--- config.mk ---
export PLATFORM = sky130hd
export DESIGN_NAME = up_memory_ctrl
export DESIGN_NICKNAME = d
export VERILOG_FILES = /design/src/rtl/up_memory_pkg.sv /design/src/rtl/up_memory_boot_rom.sv /design/src/rtl/up_memory_ctrl.sv
export SDC_FILE = /design/constraint.sdc
export NUM_CORES = 2
export LEC_CHECK = 0
export ABC_CLOCK_PERIOD_IN_PS = 5800
export BUFFER_PORTS_ARGS = -buffer_cell sky130_fd_sc_hd__buf_2
export CORE_AREA = 2 2 404 406
export DETAILED_ROUTE_END_ITERATION = 16
export DIE_AREA = 0 0 406 408
export PLACE_DENSITY = 0.75
export SETUP_SLACK_MARGIN = 0.15
export SLEW_MARGIN = 0
export SYNTH_ARGS = -nofsm -noshare
export SYNTH_HDL_FRONTEND = slang
export SYNTH_SLANG_ARGS = --single-unit
export TNS_END_PERCENT = 5
--- constraint.sdc ---
create_clock -name clk -period 5.8 [get_ports clk]
set_clock_uncertainty 0.1 [all_clocks]
set_input_delay 0.58 -clock clk [delete_from_list [all_inputs] [get_ports clk]]
set_output_delay 0.58 -clock clk [all_outputs]
set_load 0.02 [all_outputs]
--- src/rtl/up_memory_pkg.sv ---
// Shared FSM state type and boot image for up_memory_ctrl.
// The image is only loaded when UP_MEMORY_BOOT_EN is defined.
package up_memory_pkg;

    typedef enum logic [0:0] {
        StInit,
        StReady
    } state_e;

    localparam int unsigned BOOT_LEN = 14;

    localparam logic [7:0] BOOT_IMAGE [BOOT_LEN] = '{
        8'h08, 8'h02, 8'h03, 8'h04, 8'h01, 8'h23, 8'hE4,
        8'h5B, 8'hBB, 8'hBA, 8'h6A, 8'h54, 8'hA5, 8'hA7
    };

    function automatic logic [7:0] boot_byte(input int unsigned idx);
        logic [7:0] val;
        val = 8'h00;
        if (idx < BOOT_LEN) begin
            val = BOOT_IMAGE[idx[3:0]];
        end
        return val;
    endfunction

endpackage

--- src/rtl/up_memory_boot_rom.sv ---
// Combinational boot ROM: maps the init pointer to a boot word of DATA_W bits
// (zero-extended or truncated), returning zero past the end of the image.
module up_memory_boot_rom
    import up_memory_pkg::*;
#(
    parameter int unsigned DATA_W = 8,
    parameter int unsigned ADDR_W = 8
) (
    input  logic [ADDR_W-1:0] ptr_i,
    output logic [DATA_W-1:0] word_o
);

    logic [7:0] boot_val;

    always_comb begin
        boot_val = boot_byte(32'(ptr_i));
        word_o   = DATA_W'(boot_val);
    end

endmodule

--- src/rtl/up_memory_ctrl.sv ---
// Data/program memory with registered read port, valid strobe and a post-reset init engine.
// Define UP_MEMORY_BOOT_EN to load the boot image during init; otherwise init writes zeros.
module up_memory_ctrl
    import up_memory_pkg::*;
#(
    parameter int unsigned DATA_W = 8,
    parameter int unsigned ADDR_W = 8,
    parameter int unsigned DEPTH  = 256
) (
    input  logic              clk,
    input  logic              nRst,
    input  logic [DATA_W-1:0] in_i,
    input  logic [ADDR_W-1:0] address_i,
    input  logic              we_i,
    input  logic              rd_i,
    output logic [DATA_W-1:0] out_o,
    output logic              valid_o,
    output logic              re_o
);

    localparam int unsigned IDX_W = (DEPTH > 1) ? $clog2(DEPTH) : 1;
    localparam logic [IDX_W-1:0] LAST_PTR = IDX_W'(DEPTH - 1);

    state_e            state_q, state_d;
    logic [IDX_W-1:0]  ptr_q, ptr_d;
    logic [DATA_W-1:0] out_q, out_d;
    logic              valid_q, valid_d;

    // No reset on the array: the init engine rewrites every word after reset.
    logic [DATA_W-1:0] mem_q [DEPTH];

    logic              mem_we;
    logic [IDX_W-1:0]  mem_waddr;
    logic [DATA_W-1:0] mem_wdata;
    logic [DATA_W-1:0] init_word;
    logic              in_range;
    logic [IDX_W-1:0]  addr_idx;

    assign in_range = (32'(address_i) < DEPTH);
    assign addr_idx = address_i[IDX_W-1:0];

`ifdef UP_MEMORY_BOOT_EN
    up_memory_boot_rom #(
        .DATA_W(DATA_W),
        .ADDR_W(ADDR_W)
    ) u_boot_rom (
        .ptr_i (ADDR_W'(ptr_q)),
        .word_o(init_word)
    );
`else
    assign init_word = '0;
`endif

    always_comb begin
        state_d   = state_q;
        ptr_d     = ptr_q;
        out_d     = out_q;
        valid_d   = 1'b0;
        mem_we    = 1'b0;
        mem_waddr = ptr_q;
        mem_wdata = init_word;
        case (state_q)
            StInit: begin
                mem_we = 1'b1;
                if (ptr_q == LAST_PTR) begin
                    state_d = StReady;
                    ptr_d   = '0;
                end else begin
                    ptr_d = ptr_q + IDX_W'(1);
                end
            end
            StReady: begin
                if (we_i && in_range) begin
                    mem_we    = 1'b1;
                    mem_waddr = addr_idx;
                    mem_wdata = in_i;
                end
                if (rd_i) begin
                    valid_d = 1'b1;
                    // Single address port: a combined write+read always hits the same word.
                    if (!in_range) begin
                        out_d = '0;
                    end else if (we_i) begin
                        out_d = in_i;
                    end else begin
                        out_d = mem_q[addr_idx];
                    end
                end
            end
            default: begin
                state_d = StInit;
                ptr_d   = '0;
            end
        endcase
    end

    always_ff @(posedge clk or negedge nRst) begin
        if (!nRst) begin
            state_q <= StInit;
            ptr_q   <= '0;
            out_q   <= '0;
            valid_q <= 1'b0;
        end else begin
            state_q <= state_d;
            ptr_q   <= ptr_d;
            out_q   <= out_d;
            valid_q <= valid_d;
        end
    end

    always_ff @(posedge clk) begin
        if (mem_we) begin
            mem_q[mem_waddr] <= mem_wdata;
        end
    end

    assign out_o   = out_q;
    assign valid_o = valid_q;
    assign re_o    = (state_q == StReady);

endmodule

# Word-level counts from Yosys, hierarchy flattened
# Memories as Yosys holds them, arrays and structs flattened. A register that Yosys moved wholly into a read port is not among the register bits.
# Index checks and enable logic that the tools add are counted.
# totals
register_bits	10
ram_bits	2048
in_bits	20
latchBits	0
mem_count	1
romBits	0
out_inout_bits	10
word_cells	22
# memory_table
name	depth	word_bits	rd	rd_ports_with_merged_regs	write_ports	line_no	text
mem_q	256	8	1	1	1	up_memory_ctrl.sv:30	logic [DATA_W-1:0] mem_q [DEPTH];
# op_classes
n_mul	0
reduce_logical	2
magnitude_cmp	0
div_mod_pow	0
muxes	13
n_bitwise	1
n_shift	0
n_eq_ne	1
n_addsub	1
# op_table
cell	n
two-way mux 8 bit	5
adder 8 x 1 -> 8 bit (second input constant)	1
== test 8 bit (second input constant)	1
two-way mux 1 bit	7
case mux 1 bit (2 select lines)	1
AND reduction 2 bit	1
zero test 1 bit	1
inverter 1 bit	1

# Longest topological paths before layout
# logic_depth
depth_word	4
mapped_depth	13
mapped_depth_nobuf	7

# Worst setup path before layout
# Ideal clock, no wire load.
# synth_path
kind	input port to flip-flop
startpoint	input we_i
endpoint	memory mem_q[0][6], data pin
arrival_ns	4.131
t_required_ns	4.823
setup_slack_ns	0.692
cell_stages	2
setup_time_ns	0.877
cell_sequence	clkbuf_1 > and3_1
# synth_between
elab_chain_len	2
# synth_lines
element	line_no	text
from (decl)	up_memory_ctrl.sv:14	input logic we_i,
two-way mux 8 bit	up_memory_ctrl.sv:73	if (we_i && in_range) begin
two-way mux 8 bit	up_memory_ctrl.sv:62	case (state_q)
net mem_wdata[6]	up_memory_ctrl.sv:34	logic [DATA_W-1:0] mem_wdata;
to (decl)	up_memory_ctrl.sv:30	
# The timed path passes the listed nets, and every way through them passes these cells.

# Worst setup path in the final report
# layout_path
startpoint	register state_q, in the netlist re_o
endpoint	memory mem_q[209][5] (enable)
# layout_between
elab_chain_len	4
elab_cells_between_ends	5
# layout_lines
element	line_no	text
from (decl)	up_memory_ctrl.sv:24	state_e state_q, state_d;
from (signal assigned)	up_memory_ctrl.sv:99	state_q <= StInit;
from (signal assigned)	up_memory_ctrl.sv:104	state_q <= state_d;
inverter 1 bit	n/a	
case mux 1 bit (2 select lines)	up_memory_ctrl.sv:62	
two-way mux 1 bit	up_memory_ctrl.sv:112	if (mem_we) begin
two-way mux 1 bit (implied by the code)	up_memory_ctrl.sv:113	mem_q[mem_waddr] <= mem_wdata;
# Several ways; a longest one is shown, not always the timed one.

==> results.py <==
metrics = {
    "logic_synthesis": {
        "syn-instance-count": 3820,
        "synth_top_area_cell": "edfxtp_1",
        "synth_area_leaders": "edfxtp_1 77%, mux4_2 14%, nor2_1 1.4%",
        "netlist_top_cells_count": "2048 x edfxtp_1, 492 x mux4_2, 304 x nor2_1",
        "yosys.area_share.simple_pct": 3.01,
        "synth.net_count": 3841,
        "synth_top_area_share_pct": 76.5,
        "synth-async-reset-ratio_pct": 0.871,
        "synth.mux.area_fraction_pct": 15.2,
        "seq_area_frac_synth_pct": 77.1,
        "synth-compound-area-share_pct": 2.93,
        "ys_seq_elements": 2066,
        "synth_fa_ha_area_share_pct": 0.0156,
        "synth-edff-count": 2048,
        "ys_warn_count": 0,
        "synth.most_common_cell": "edfxtp_1",
        "synth_ff_type": "edfxtp_1",
        "synth_top_family_by_area": "multiplexers",
        "syn_avg_cell_area_um2": 21.0,
        "synth-xor-area-share_pct": 0.0327,
        "yosys.cell_types.count": 65,
        "synth_area_um2": 80400,
    },
    "timing": {
        "setup_tns_ns": 0,
        "worst_slew_pin_slew_ns": 1.31,
        "layout_min_cycle_time_ns": 4.06,
        "drv_slew": 0,
        "final-setup-viol-count": 0,
        "final-hold-violation-count": 0,
        "fmax_ghz": 0.246,
        "period_share_pct": 70.0,
        "whs_ns": 0.154,
        "rsz0062_at_grt": "no",
        "timing.slew.headroom_pct": 12.1,
    },
    "power": {
        "p_leak_nw": 22.7,
        "finalPower_mw": 29.6,
        "vdd_drop_max_uv": 296,
        "seq_power_share_pct": 54.5,
        "power_switching_mw": 6.04,
        "power_density_nw_per_um2": 331,
        "p_comb_share_pct": 2.6,
        "power.share.clock_pct": 42.9,
        "power.internal_mw": 23.6,
        "swShare_pct": 20.4,
    },
    "detailed_routing": {
        "dr.max_layer_used": "met5",
        "drtIter0Drc": 6506,
        "viasPerCell": 6.55,
        "vias": 41263,
        "route.met3.wl_mm": 27.0,
        "met2RoutedLength_mm": 95.1,
        "wirelength_met1_mm": 75.3,
        "postRouteAntennaNets": 0,
        "drc_errors": 0,
        "routed_wl_mm": 206,
        "wire_per_inst_um": 32.6,
        "drt_pass1_iterations": 6,
    },
    "floorplanning": {
        "die_area_um2": 166000,
        "core_region_area_um2": 162000,
        "die_y_um": 408,
        "row_count": 148,
        "start_util_pct": 49.7,
        "die_x_um": 406,
        "io_pins": 30,
    },
    "layout": {
        "fillers": 11588,
        "areaGrowthSynthToFinish_pct": 11.4,
        "layout.nets": 3977,
        "drive_above_1_share_pct": 23.6,
    },
    "clocking": {
        "root_buffer": "clkbuf_16",
        "clock-sinks": 2066,
        "path_clk_slew_ns": 0.06,
        "cts_tree": "built",
        "postCtsSetupBuffers": 0,
        "cts_max_level": 4,
        "clock_path_buffers": 3,
        "clock_latency_ns": 0.83,
        "cts_buffers": 196,
    },
    "worst_setup_path": {
        "r2r_end": "mem_q[209][5]",
        "slowest_stage": "nor2_1",
        "crit_chain": "nand2_1, o21ai_0, nand2_1, nor2_1",
        "crit_buf_inv": 0,
        "critPathMaxFanout": 21,
        "cpMostUsedCell": "nand2_1",
        "path_delay_family": "simple AND/OR/NAND/NOR gates",
        "reg2reg_setup_slack_ns": 1.74,
        "worstReg2RegStart": "re_o",
        "slowest_delay_ns": 1.10,
        "worstSetupEndpointType": "flop",
        "cp-start-kind": "flop",
        "arrival_ns": 4.40,
        "startpoint": "re_o",
        "critical_path_class": "flop to flop",
        "rr_worst_depth": 4,
        "required_ns": 6.14,
    },
    "placement": {
        "dpl.hpwl_mm": 124,
        "placement.io_buffers": 29,
        "gp_congestion": 0.935,
    },
    "worst_hold_path": {
        "hold_class": "primary input to flop",
        "min_to": "out_o[0]",
        "min-delay-start": "rd_i",
        "holdPathStages": 5,
    },
    "global_routing": {
        "grt.total_usage_pct": 24.9,
        "grt_max_degree": 203,
        "grt_pass1_vias": 40488,
        "antenna_found_initial": 10,
        "grt_overflow_total": 0,
        "grt_pass1_wl_mm": 295,
    },
    "flow_run": {
        "maxCapViolCount": 0,
    },
    "outcome": {
        "status": "completed",
    },
}
placed cells by master (no fill, tap or decap), types with 9 or more instances in the layout:
cell / synthesis / routed
a221oi_1: 20 / 20
buf_2: 55 / 26
nor3_1: 22 / 22
edfxtp_1: 2048 / 2048
clkbuf_16: 0 / 196
nor2_1: 304 / 303
clkinv_1: 1 / 35
nand2_1: 128 / 128
a22oi_1: 64 / 64
mux2i_1: 104 / 104
mux2_2: 10 / 10
buf_12: 1 / 15
nand2b_1: 11 / 11
buf_4: 24 / 117
clkinv_2: 0 / 32
a311oi_1: 9 / 9
a21oi_1: 60 / 60
and2_1: 10 / 10
o22ai_1: 60 / 60
o21ai_0: 34 / 34
o221ai_1: 19 / 19
nor2b_1: 11 / 9
a31oi_1: 14 / 14
dfrtp_1: 18 / 18
mux4_2: 492 / 492
clkbuf_1: 86 / 45
clkinvlp_4: 0 / 10
bufinv_16: 0 / 20
nand3_1: 35 / 35
per-stage QoR:
stage | std cells | setup slack, ns | cell area, µm² | utilization (%)
final | 6301 | 1.74 | 89500 | 55.4
after global routing | 6293 | 1.74 | 89500 | 55.4
after CTS | 6293 | 1.98 | 89500 | 55.4
after detailed placement | 5932 | 1.32 | 83200 | 51.4
after global placement | 5932 | 1.34 | 83200 | 51.4
after floorplan | 3820 | 0.692 | 80400 | -
power groups by stage:
stage / Sequential [mW] / Combinational [mW] / Clock, mW
3_3_place_gp: 16.5 / 0.743 / 0
3_5_place_dp: 16.5 / 0.745 / 0
6_report: 16.2 / 0.764 / 12.7
4_1_cts: 16.2 / 0.749 / 12.8
2_1_floorplan: 16.5 / 0.498 / 0
5_1_grt: 16.1 / 0.783 / 13.3
how the worst max path moves through the flow:
stage	to	slack, ns	cells past startpoint
2_1_floorplan	mem_q[0][6]	0.69	2
3_5_place_dp	mem_q[209][1]	1.32	5
5_1_grt	mem_q[213][0]	1.74	4
4_1_cts	mem_q[209][4]	1.98	4
6_report	mem_q[209][5]	1.74	4
3_3_place_gp	out_o[6]	1.34	8
registers in the layout, indices dropped and copies added (netlist names):
signal	count
valid_o	1
out_o	8
ptr_q	8
re_o	1
mem_q	2048
kinds of logic after synthesis:
family                   Yosys count
multiplexers                     606
flip-flops                      2066
XOR/XNOR                           3
adder cells (fa/ha/maj)            1
buffers and inverters            233
AND/OR/NAND/NOR                  568
AO/OA/AOI/OAI                    343
cell type report:
type | instances | area (µm²) | share of cell area (%)
clock inverter | 115 | 1230 | 1.37
antenna | 8 | 20.0 | 0.0224
multi-input combinational | 1521 | 17100 | 19.1
sequential | 2066 | 61900 | 69.2
clock buffer | 245 | 5130 | 5.73
tap | 2175 | 2720 | 3.04
timing repair buffer | 162 | 1360 | 1.52
inverter | 9 | 33.8 | 0.0377
metal layers:
layer | vias up | global-route usage (%)
met1 | 21439 | 34.8
li1 | 16193 | -
met4 | 12 | 9.51
met3 | 506 | 7.24
met5 | - | 0
met2 | 3113 | 37.4
repair_timing:
item / CTS / global route
hold buffers: 1 / 0
endpoints found under the hold margin: 18 / 0
gates resized for setup: 0 / 0
tightest hold or removal path, stage by stage:
cell     delay (ns)
buf_2          0.15
inv_1          0.08
nor2_1         0.07
nand3_1        0.07
o21ai_0        0.09
No activity file was read; power rests on OpenSTA's default activity.
